===== config.mk =====
export PLATFORM = sky130hd
export DESIGN_NAME = alu_execute
export DESIGN_NICKNAME = d
export VERILOG_FILES = /design/src/rtl/alu_pkg.sv /design/src/rtl/result_fifo.sv /design/src/rtl/alu_execute.sv
export SDC_FILE = /design/constraint.sdc
export NUM_CORES = 1
export LEC_CHECK = 0
export CAP_MARGIN = 20
export CORE_ASPECT_RATIO = 0.8
export CORE_MARGIN = 10
export CORE_UTILIZATION = 55
export DETAILED_ROUTE_END_ITERATION = 16
export PLACE_DENSITY_LB_ADDON = 0.05
export SLEW_MARGIN = 5
export SYNTH_ARGS = -nofsm -noshare
export SYNTH_HDL_FRONTEND = slang
export SYNTH_SLANG_ARGS = --single-unit

===== constraint.sdc =====
create_clock -name Clk -period 4.8 [get_ports Clk]
set_input_delay 1.2 -clock Clk [delete_from_list [all_inputs] [get_ports Clk]]
set_output_delay 1.2 -clock Clk [all_outputs]
set_load 0.01 [all_outputs]

===== src/rtl/alu_pkg.sv =====
// alu_pkg: shared opcode/select encodings, flag bit positions and the result FIFO entry type
// No ports; imported by alu_execute and its result FIFO.
package alu_pkg;

    localparam int RESULT_W = 8;

    localparam logic [3:0] TRANSFER  = 4'h0;
    localparam logic [3:0] INC       = 4'h1;
    localparam logic [3:0] ADD       = 4'h2;
    localparam logic [3:0] SUB       = 4'h3;
    localparam logic [3:0] DEC       = 4'h4;
    localparam logic [3:0] ONES_COMP = 4'h5;
    localparam logic [3:0] A_AND_B   = 4'h6;
    localparam logic [3:0] A_NAND_B  = 4'h7;
    localparam logic [3:0] A_OR_B    = 4'h8;
    localparam logic [3:0] A_NOR_B   = 4'h9;
    localparam logic [3:0] A_XOR_B   = 4'hA;
    localparam logic [3:0] A_XNOR_B  = 4'hB;
    localparam logic [3:0] A_GT_B    = 4'hC;
    localparam logic [3:0] A_LT_B    = 4'hD;
    localparam logic [3:0] A_EQ_B    = 4'hE;
    localparam logic [3:0] OP_IDLE   = 4'hF;

    localparam logic [2:0] SEL_IDLE = 3'b100;

    localparam int FLAG_C = 3;
    localparam int FLAG_V = 2;
    localparam int FLAG_N = 1;
    localparam int FLAG_Z = 0;

    typedef struct packed {
        logic [3:0]          op;
        logic [3:0]          flags;
        logic [RESULT_W-1:0] result;
    } result_entry_t;

endpackage


===== src/rtl/result_fifo.sv =====
// result_fifo: synchronous FIFO with async reset; pointers carry an extra wrap bit
// Ports: Clk, Reset (async, active-high); push/wdata write request; pop read request;
//        rdata head entry; full/empty status; accepted = the push was taken this cycle.
module result_fifo #(
    parameter int DEPTH = 4,
    parameter int W     = 16
) (
    input  logic         Clk,
    input  logic         Reset,
    input  logic         push,
    input  logic         pop,
    input  logic [W-1:0] wdata,
    output logic [W-1:0] rdata,
    output logic         full,
    output logic         empty,
    output logic         accepted
);
    localparam int AW = $clog2(DEPTH);

    logic [AW:0]  wptr_q, wptr_d, rptr_q, rptr_d;
    logic [W-1:0] mem_q [DEPTH];
    logic [W-1:0] mem_d [DEPTH];
    logic         do_pop;

    assign empty    = wptr_q == rptr_q;
    assign full     = (wptr_q[AW] != rptr_q[AW]) && (wptr_q[AW-1:0] == rptr_q[AW-1:0]);
    assign do_pop   = pop && !empty;
    // A pop frees the head slot in the same cycle, so a full FIFO can still take a push.
    assign accepted = push && (!full || do_pop);
    assign rdata    = mem_q[rptr_q[AW-1:0]];

    always_comb begin
        mem_d = mem_q;
        if (accepted) mem_d[wptr_q[AW-1:0]] = wdata;
        wptr_d = accepted ? wptr_q + 1'b1 : wptr_q;
        rptr_d = do_pop ? rptr_q + 1'b1 : rptr_q;
    end

    always_ff @(posedge Clk or posedge Reset) begin
        if (Reset) begin
            wptr_q <= '0;
            rptr_q <= '0;
            mem_q  <= '{default: '0};
        end else begin
            wptr_q <= wptr_d;
            rptr_q <= rptr_d;
            mem_q  <= mem_d;
        end
    end

endmodule


===== src/rtl/alu_execute.sv =====
// alu_execute: two-edge ALU execute stage feeding a valid/ready result FIFO
// Ports: Clk, Reset (async, active-high); Op/DataA/DataB/Sel from the controller;
//        Out_Ready downstream accept; Clear_Overrun clears the sticky drop flag;
//        Out_Valid/Result/ResultOp/Flags FIFO head; Overrun sticky drop; OpCount accepted pushes.
module alu_execute
    import alu_pkg::*;
#(
    parameter int WIDTH = RESULT_W,
    parameter int DEPTH = 4,
    parameter int CNT_W = 16
) (
    input  logic             Clk,
    input  logic             Reset,
    input  logic [3:0]       Op,
    input  logic [WIDTH-1:0] DataA,
    input  logic [WIDTH-1:0] DataB,
    input  logic [2:0]       Sel,
    input  logic             Out_Ready,
    input  logic             Clear_Overrun,
    output logic             Out_Valid,
    output logic [WIDTH-1:0] Result,
    output logic [3:0]       ResultOp,
    output logic [3:0]       Flags,
    output logic             Overrun,
    output logic [CNT_W-1:0] OpCount
);
    localparam int M = WIDTH - 1;

    logic             s1_valid_q, s1_valid_d;
    logic [3:0]       s1_op_q, s1_op_d;
    logic [WIDTH-1:0] s1_a_q, s1_a_d, s1_b_q, s1_b_d;
    logic             overrun_q, overrun_d;
    logic [CNT_W-1:0] count_q, count_d;

    logic [WIDTH-1:0] op2, r;
    logic [WIDTH:0]   sum, diff;
    logic             c, v;
    logic [3:0]       flags;
    result_entry_t    wr_entry, head;
    logic             pop, full, empty, accepted;

    always_comb begin
        s1_valid_d = (Op != OP_IDLE) && (Sel != SEL_IDLE);
        s1_op_d    = Op;
        s1_a_d     = DataA;
        s1_b_d     = DataB;
    end

    // Inc/Dec reuse the add/sub paths with a constant 1 as the second operand.
    always_comb begin
        op2  = (s1_op_q == INC || s1_op_q == DEC) ? WIDTH'(1) : s1_b_q;
        sum  = {1'b0, s1_a_q} + {1'b0, op2};
        diff = {1'b0, s1_a_q} - {1'b0, op2};
        r = '0;
        c = 1'b0;
        v = 1'b0;
        case (s1_op_q)
            TRANSFER:   r = s1_a_q;
            INC, ADD: begin
                r = sum[M:0];
                c = sum[WIDTH];
                v = (s1_a_q[M] == op2[M]) && (r[M] != s1_a_q[M]);
            end
            SUB, DEC: begin
                r = diff[M:0];
                c = diff[WIDTH];
                v = (s1_a_q[M] != op2[M]) && (r[M] != s1_a_q[M]);
            end
            ONES_COMP:  r = ~s1_a_q;
            A_AND_B:    r = s1_a_q & s1_b_q;
            A_NAND_B:   r = ~(s1_a_q & s1_b_q);
            A_OR_B:     r = s1_a_q | s1_b_q;
            A_NOR_B:    r = ~(s1_a_q | s1_b_q);
            A_XOR_B:    r = s1_a_q ^ s1_b_q;
            A_XNOR_B:   r = ~(s1_a_q ^ s1_b_q);
            A_GT_B:     r = WIDTH'(s1_a_q > s1_b_q);
            A_LT_B:     r = WIDTH'(s1_a_q < s1_b_q);
            A_EQ_B:     r = WIDTH'(s1_a_q == s1_b_q);
            default:    r = '0;
        endcase
        flags         = '0;
        flags[FLAG_C] = c;
        flags[FLAG_V] = v;
        flags[FLAG_N] = r[M];
        flags[FLAG_Z] = r == '0;
        wr_entry      = '{op: s1_op_q, flags: flags, result: r};
    end

    assign pop = Out_Valid && Out_Ready;

    result_fifo #(.DEPTH(DEPTH), .W($bits(result_entry_t))) u_fifo (
        .Clk      (Clk),
        .Reset    (Reset),
        .push     (s1_valid_q),
        .pop      (pop),
        .wdata    (wr_entry),
        .rdata    (head),
        .full     (full),
        .empty    (empty),
        .accepted (accepted)
    );

    // A drop in the same cycle as Clear_Overrun keeps the flag set.
    always_comb begin
        overrun_d = (s1_valid_q && !accepted) ? 1'b1 : (Clear_Overrun ? 1'b0 : overrun_q);
        count_d   = accepted ? count_q + 1'b1 : count_q;
    end

    always_ff @(posedge Clk or posedge Reset) begin
        if (Reset) begin
            s1_valid_q <= 1'b0;
            s1_op_q    <= OP_IDLE;
            s1_a_q     <= '0;
            s1_b_q     <= '0;
            overrun_q  <= 1'b0;
            count_q    <= '0;
        end else begin
            s1_valid_q <= s1_valid_d;
            s1_op_q    <= s1_op_d;
            s1_a_q     <= s1_a_d;
            s1_b_q     <= s1_b_d;
            overrun_q  <= overrun_d;
            count_q    <= count_d;
        end
    end

    assign Out_Valid = !empty;
    assign Result    = empty ? '0 : head.result;
    assign Flags     = empty ? '0 : head.flags;
    assign ResultOp  = empty ? OP_IDLE : head.op;
    assign Overrun   = overrun_q;
    assign OpCount   = count_q;

endmodule


# After elaboration in Yosys (flattened, before gate mapping)
# Index checks and enable logic that the tools add are counted.
[op_classes] n_addsub=5 n_lt_le_gt_ge=5 n_eq_ne=24 n_mux=15 n_bitwise=9 n_reduce_logical=19
[op_table] op="8-bit case mux with 13 select lines" n=1
[op_table] op="64-bit bitwise mux" n=1
[op_table] op="16-bit 2-to-1 mux" n=3
[op_table] op="16-bit binary-select mux with 2-bit select" n=1
[op_table] op="16-bit demux with 2-bit select" n=1
[op_table] op="8-bit NOT" n=4
[op_table] op="4-bit equality test (second input constant)" n=7
[op_table] op="16-bit by 1-bit adder with 16-bit output (second input constant)" n=1
[op_table] op="4-bit by 3-bit equality test with 1-bit output (second input constant)" n=4
[op_table] op="8-bit 2-to-1 mux" n=2
[op_table] op="8-bit by 8-bit adder with 9-bit output" n=1
[op_table] op="1-bit logical AND" n=9
[op_table] op="8-bit by 8-bit subtractor with 9-bit output" n=1
[op_table] op="8-bit bitwise AND" n=1
[op_table] op="4-bit by 2-bit equality test with 1-bit output (second input constant)" n=2
[op_table] op="8-bit equality test" n=1
[op_table] op="8-bit greater-than comparator" n=1
[op_table] op="8-bit logical NOT" n=1
[op_table] op="8-bit < comparator" n=1
[op_table] op="4-bit 2-to-1 mux" n=2
[op_table] op="8-bit OR" n=1
[op_table] op="8-bit bitwise XOR" n=1
[op_table] op="3-bit by 1-bit adder with 3-bit output (second input constant)" n=2
[op_table] op="3-bit >= comparator (second input constant)" n=2
[op_table] op="16 further kinds" n=26
[totals] reg_bits=108

# Depth between registers and ports, before layout
# Gate-level depths: netlist (run 1).
[logic_depth] depth_word=9 depth_mapped=17 depth_no_buf=13

# Modules after synthesis
# Synthesis (run 1) repeated with hierarchy kept, for this count alone.
[unflattened] hier_cells=589 area_unflattened_um2=6774.0
[modules_own_cells] mod="alu_execute" n_inst=1 cells_each=394 area_each_um2=3459.6 seq_area_each_um2=955.9
[modules_own_cells] mod="result_fifo" n_inst=1 cells_each=195 area_each_um2=3314.4 seq_area_each_um2=1751.7

# Worst setup path before layout (run 1)
# Ideal clock, no wire load.
[synth_path] kind="register to register" from="reg s1_op_q[0]" to="reg u_fifo.mem_q[24] in the netlist's numbering" setup_time_ns=0.092 arrival_ns=3.526 t_required_ns=4.708 setup_slack_ns=1.182 path_stages_with_launch=17 n_path_buf=3 period_less_slack_ns=3.618 cell_sequence="dfstp_2 > buf_2 > buf_2 > buf_2 > xor2_1 > nand2_1 > nand2_1 > ha_1 > inv_1 > fa_1 > o21bai_1 > a21oi_1 > o31ai_1 > xnor2_1 > a221o_1 > nand3b_4 > o31ai_2"
[synth_via] elab_chain_len=7 elab_cells_between_ends=24 cone_classes="2 x add/sub; 14 x eq/ne; 3 x mux; 5 x reduce/logical"
[synth_lines] item="start: declaration" line_no="alu_execute.sv:30" source="logic [3:0] s1_op_q, s1_op_d;"
[synth_lines] item="start signal: assignment" line_no="alu_execute.sv:119" source="s1_op_q <= s1_op_d;"
[synth_lines] item="4-bit by 1-bit equality test with 1-bit output / 4-bit by 3-bit equality test with 1-bit output (equally long branches)" line_no="alu_execute.sv:51, alu_execute.sv:57"
[synth_lines] item="1-bit logical OR" line_no="alu_execute.sv:51" source="op2 = (s1_op_q == INC || s1_op_q == DEC) ? WIDTH'(1) : s1_b_q;"
[synth_lines] item="8-bit 2-to-1 mux" line_no="alu_execute.sv:51"
[synth_lines] item="8-bit by 8-bit subtractor with 9-bit output / 8-bit by 8-bit adder with 9-bit output (equally long branches)" line_no="alu_execute.sv:53, alu_execute.sv:52"
[synth_lines] item="8-bit case mux with 13 select lines *" line_no="alu_execute.sv:57" source="case (s1_op_q)"
[synth_lines] item="8-bit logical NOT *" line_no="alu_execute.sv:85" source="flags[FLAG_Z] = r == '0;"
[synth_lines] item="64-bit bitwise mux *" line_no="result_fifo.sv:34" source="if (accepted) mem_d[wptr_q[AW-1:0]] = wdata;"
[synth_lines] item="end signal: assignment" line_no="result_fifo.sv:47" source="mem_q <= mem_d;"
[synth_lines] item="end: declaration" line_no="result_fifo.sv:21" source="logic [W-1:0] mem_q [DEPTH];"
# Every way passes the cells marked *; elsewhere a longest branch is shown, timed or not.
# A chain may end at the register's enable or synchronous reset.

# Worst setup path after layout (run 1)
[layout_path] from="reg s1_op_q[0]" to="reg u_fifo.mem_q[56] in the netlist's numbering"
# The elaborated chain is that of the path after synthesis.

==> results of run 1 <==
## logic make-up (layout without fill, tap and decap cells)
| family | count (synthesis) | count (layout) |
|---|---|---|
| multiplexers | 52 | 52 |
| flip-flops | 104 | 104 |
| adder cells (fa/ha/maj) | 51 | 51 |
| AO/OA/AOI/OAI | 125 | 125 |
| XOR/XNOR | 30 | 30 |
| buffers and inverters | 77 | 127 |
| AND/OR/NAND/NOR | 167 | 167 |
## cells in the final DEF (no fill, tap or decap), drive strengths merged, types with 5 or more instances in the layout
cell type      synthesis  layout
mux4                  16      16
a21oi                 17      17
nand3b                 5       5
nor2b                 16      16
ha                    49      49
nor2                  22      22
o211ai                 6       6
nand2                 66      66
nand2b                10      10
clkbuf                10       9
o31ai                  7       7
xnor2                 28      28
dfrtp                100     100
mux2                  35      35
buf                   25       9
inv                   42      45
a211oi                 5       5
nor3                   6       6
a31oi                  9       9
nand4                  7       7
clkdlybuf4s50          0      60
or2                    6       6
a221o                  6       6
o21ai                 34      34
and3                   5       5
nand3                  8       8
## state kept, by name (all words and copies together), names as in the netlist
| name | cells |
|---|---|
| u_fifo.mem_q | 60 |
| OpCount | 16 |
| s1_a_q | 8 |
| s1_b_q | 8 |
| s1_op_q | 4 |
| u_fifo.rptr_q | 3 |
| u_fifo.wptr_q | 3 |
| Overrun | 1 |
| s1_valid_q | 1 |
## critical path: stages, from the launching register on
cell      delay [ns]
dfstp_2         0.93
xor2_1          0.19
nand2_1         0.24
nand2_1         0.22
ha_1            0.20
inv_1           0.07
fa_1            0.43
o21bai_1        0.18
a21oi_1         0.15
o31ai_1         0.41
xnor2_1         0.12
a221o_1         0.41
nand3b_4        0.22
o31ai_2         0.27
## power by group through the flow
stage / Clock [mW] / Sequential, mW / Combinational, mW
2_1_floorplan: 0 / 1.34 / 1.19
3_3_place_gp: 0 / 1.39 / 1.77
3_5_place_dp: 0 / 1.41 / 1.82
4_1_cts: 0.752 / 1.40 / 1.82
5_1_grt: 0.788 / 1.44 / 1.99
6_report: 0.739 / 1.40 / 1.79
## routing by layer
metal,global-route usage [%],vias to the layer above,part of all wire [%]
met2,30.0,168,43
met1,28.1,2380,47
li1,-,2240,-
met4,4.12,0,0.98
met3,6.66,14,8.9
met5,0,-,0
## area by class of cell
| type | instances | area (um^2) | area share (%) |
|---|---|---|---|
| clock inverters | 7 | 75.1 | 1.02 |
| inverters | 42 | 160 | 2.18 |
| repair buffers | 69 | 688 | 9.35 |
| clock buffers | 9 | 225 | 3.06 |
| well taps | 148 | 185 | 2.52 |
| flip-flops and latches | 104 | 2610 | 35.4 |
| multi-input cells | 425 | 3420 | 46.4 |
## worst max-delay path by stage
stage	start	endpoint	slack [ns]	cells past startpoint
after floorplan	Reset	OpCount[0]	0.87	1
after global placement	s1_op_q[0]	u_fifo.mem_q[56]	0.75	13
after detailed placement	s1_op_q[0]	u_fifo.mem_q[56]	0.73	13
after CTS	s1_op_q[0]	u_fifo.mem_q[56]	0.70	13
after global routing	s1_op_q[0]	u_fifo.mem_q[56]	0.40	11
final	s1_op_q[0]	u_fifo.mem_q[56]	0.65	13
## cells in the mapped netlist (all sizes together) (16+ instances only)
master  instances  share of area (%)
dfrtp         100                 39
nand2          66                3.9
ha             49                9.6
inv            42                2.5
mux2           35                6.2
o21ai          34                2.7
xnor2          28                3.9
buf            25                2.2
nor2           22                1.3
a21oi          17                1.3
mux4           16                5.7
nor2b          16                1.7
## per-stage QoR
step	setup WS [ns]	hold WS (ns)	utilization, %
finish	0.653	0.470	64.4
global route	0.400	0.493	64.4
detailed placement	0.731	0.465	61.5
global placement	0.754	0.459	61.5
floorplan	0.874	0.442	-
CTS	0.698	0.477	64.1
==> results.txt, run 1 <==
DR iter-0 viols: 314
final-layout fill cell count: 903
fin crit share: 86.4%
TNS Setup: 0 ns
Buffers on Ports: 60
switching share of power: 36.1%
Final HPWL DP: 11900 um
Switching Power: 1.42 mW
Layout Nets: 729
H-Tree Depth: 3
largest net degree at the start of global routing: 85
initial core utilization: 55.7%
total wire length: 16100 um
mapped cell area: 0.00636 mm^2
DR vias: 4802
vias per cell: 5.97
layout cells sized above 1: 14.5%
CP Data Arrival Time: 4.40 ns
Post-Synth Simple-Gate Area: 13.5%
R2R depth: 13
clock skew: 0.00825 ns
CTS tree: done
FF-to-FF Start: s1_op_q[0]
Layout area overhead: 15.7%
outcome: completed
min cycle time layout: 4.15 ns
Die Span X: 140 um
Clk network pwr share: 18.8%
number of global-route vias before repair: 4909
logic gate share of total power: 45.6%
die area: 0.0163 mm^2
number of synthesized flops with an enable pin: 0
first-pass GRT wire length: 26400 um
drt first pass iters: 5
root buf cell: clkbuf_16
Hold Vio Cnt, Final: 0
CTS Hold Bufs: 0
Post-Synth XOR/XNOR Area: 4.13%
Setup Buffers After CTS: 0
clock sink total: 104
setup slack, reg-to-reg: 0.65 ns
multiplexer share of the synthesized area: 12.0%
Area after DPL: 0.00703 mm^2
sequential share of the synthesized area: 41.0%
Max transition margin: 40.3%
Worst Hold Depth: 1
Setup Crit Path Kind: flip-flop to flip-flop
Slew Limit Fails: 0
cell area after layout: 0.00736 mm^2
placed cells: 787
Int Power: 2.51 mW
initial antenna violation count: 0
Clock transition at path regs: 0.08 ns
main flop type after synthesis: dfrtp_1
VDD IR max: 307 uV
flops & latches, synth: 104
drt drc: 0
Max-Cap Viols: 0
ANT nets after route: 0
total power: 3.93 mW
hold_sp: OpCount[15]
Leakage: 3.24 nW
total CTS buffers: 9
Synth Warn #: 0
Crit. End Element: flip-flop
Mapped Nets: 684
Max Root-Sink Buffers: 2
Yosys cell types: 72
synthesized-area fraction occupied by adder cells: 10.3%
worst r2r dst: u_fifo.mem_q[56]
Worst Hold Class: flip-flop to flip-flop
sequential power share: 35.6%
Critical Path RT: 5.05 ns
Fmax achieved: 241 MHz
Worst Max-Slew Pin Slew: 0.896 ns
main combinational cell family by area after synthesis: compound AO/OA/AOI/OAI gates
GPL Wtd Cong: 0.924
Avg WL per Cell: 20.0 um
clock insertion delay at the later pin of the skew report: 0.35 ns
total track usage: 20.1%
post-synthesis compound-gate area fraction: 13.7%
Syn Inst Count: 606
Die Y: 116 um
PostCTS Resize Cnt: 0
final global-route overflow total: 0
IO Pins: 61
Avg Inst Size Synth: 10.5 um^2
asr flop ratio synth: 100%
startpoint type of the worst setup path: flip-flop
Cell Rows: 35
pwr/cell area: 535 mW/mm^2
RSZ-0062 raised after global routing: no
diode count: 0
Hold Path Sink: OpCount[15]
non-filler cells, final: 804
Final setup violation count: 0
Max FO, Critical Path: 31
Core Area: 0.0114 mm^2
Note: power is estimated with default switching activity, not from simulation.
==> inputs of run 2 (changes only) <==
Settings changed: CTS_CLUSTER_DIAMETER from default to 80.
==> results of run 2 <==
The final DEF is identical to that of run 1; final timing and power are the same.
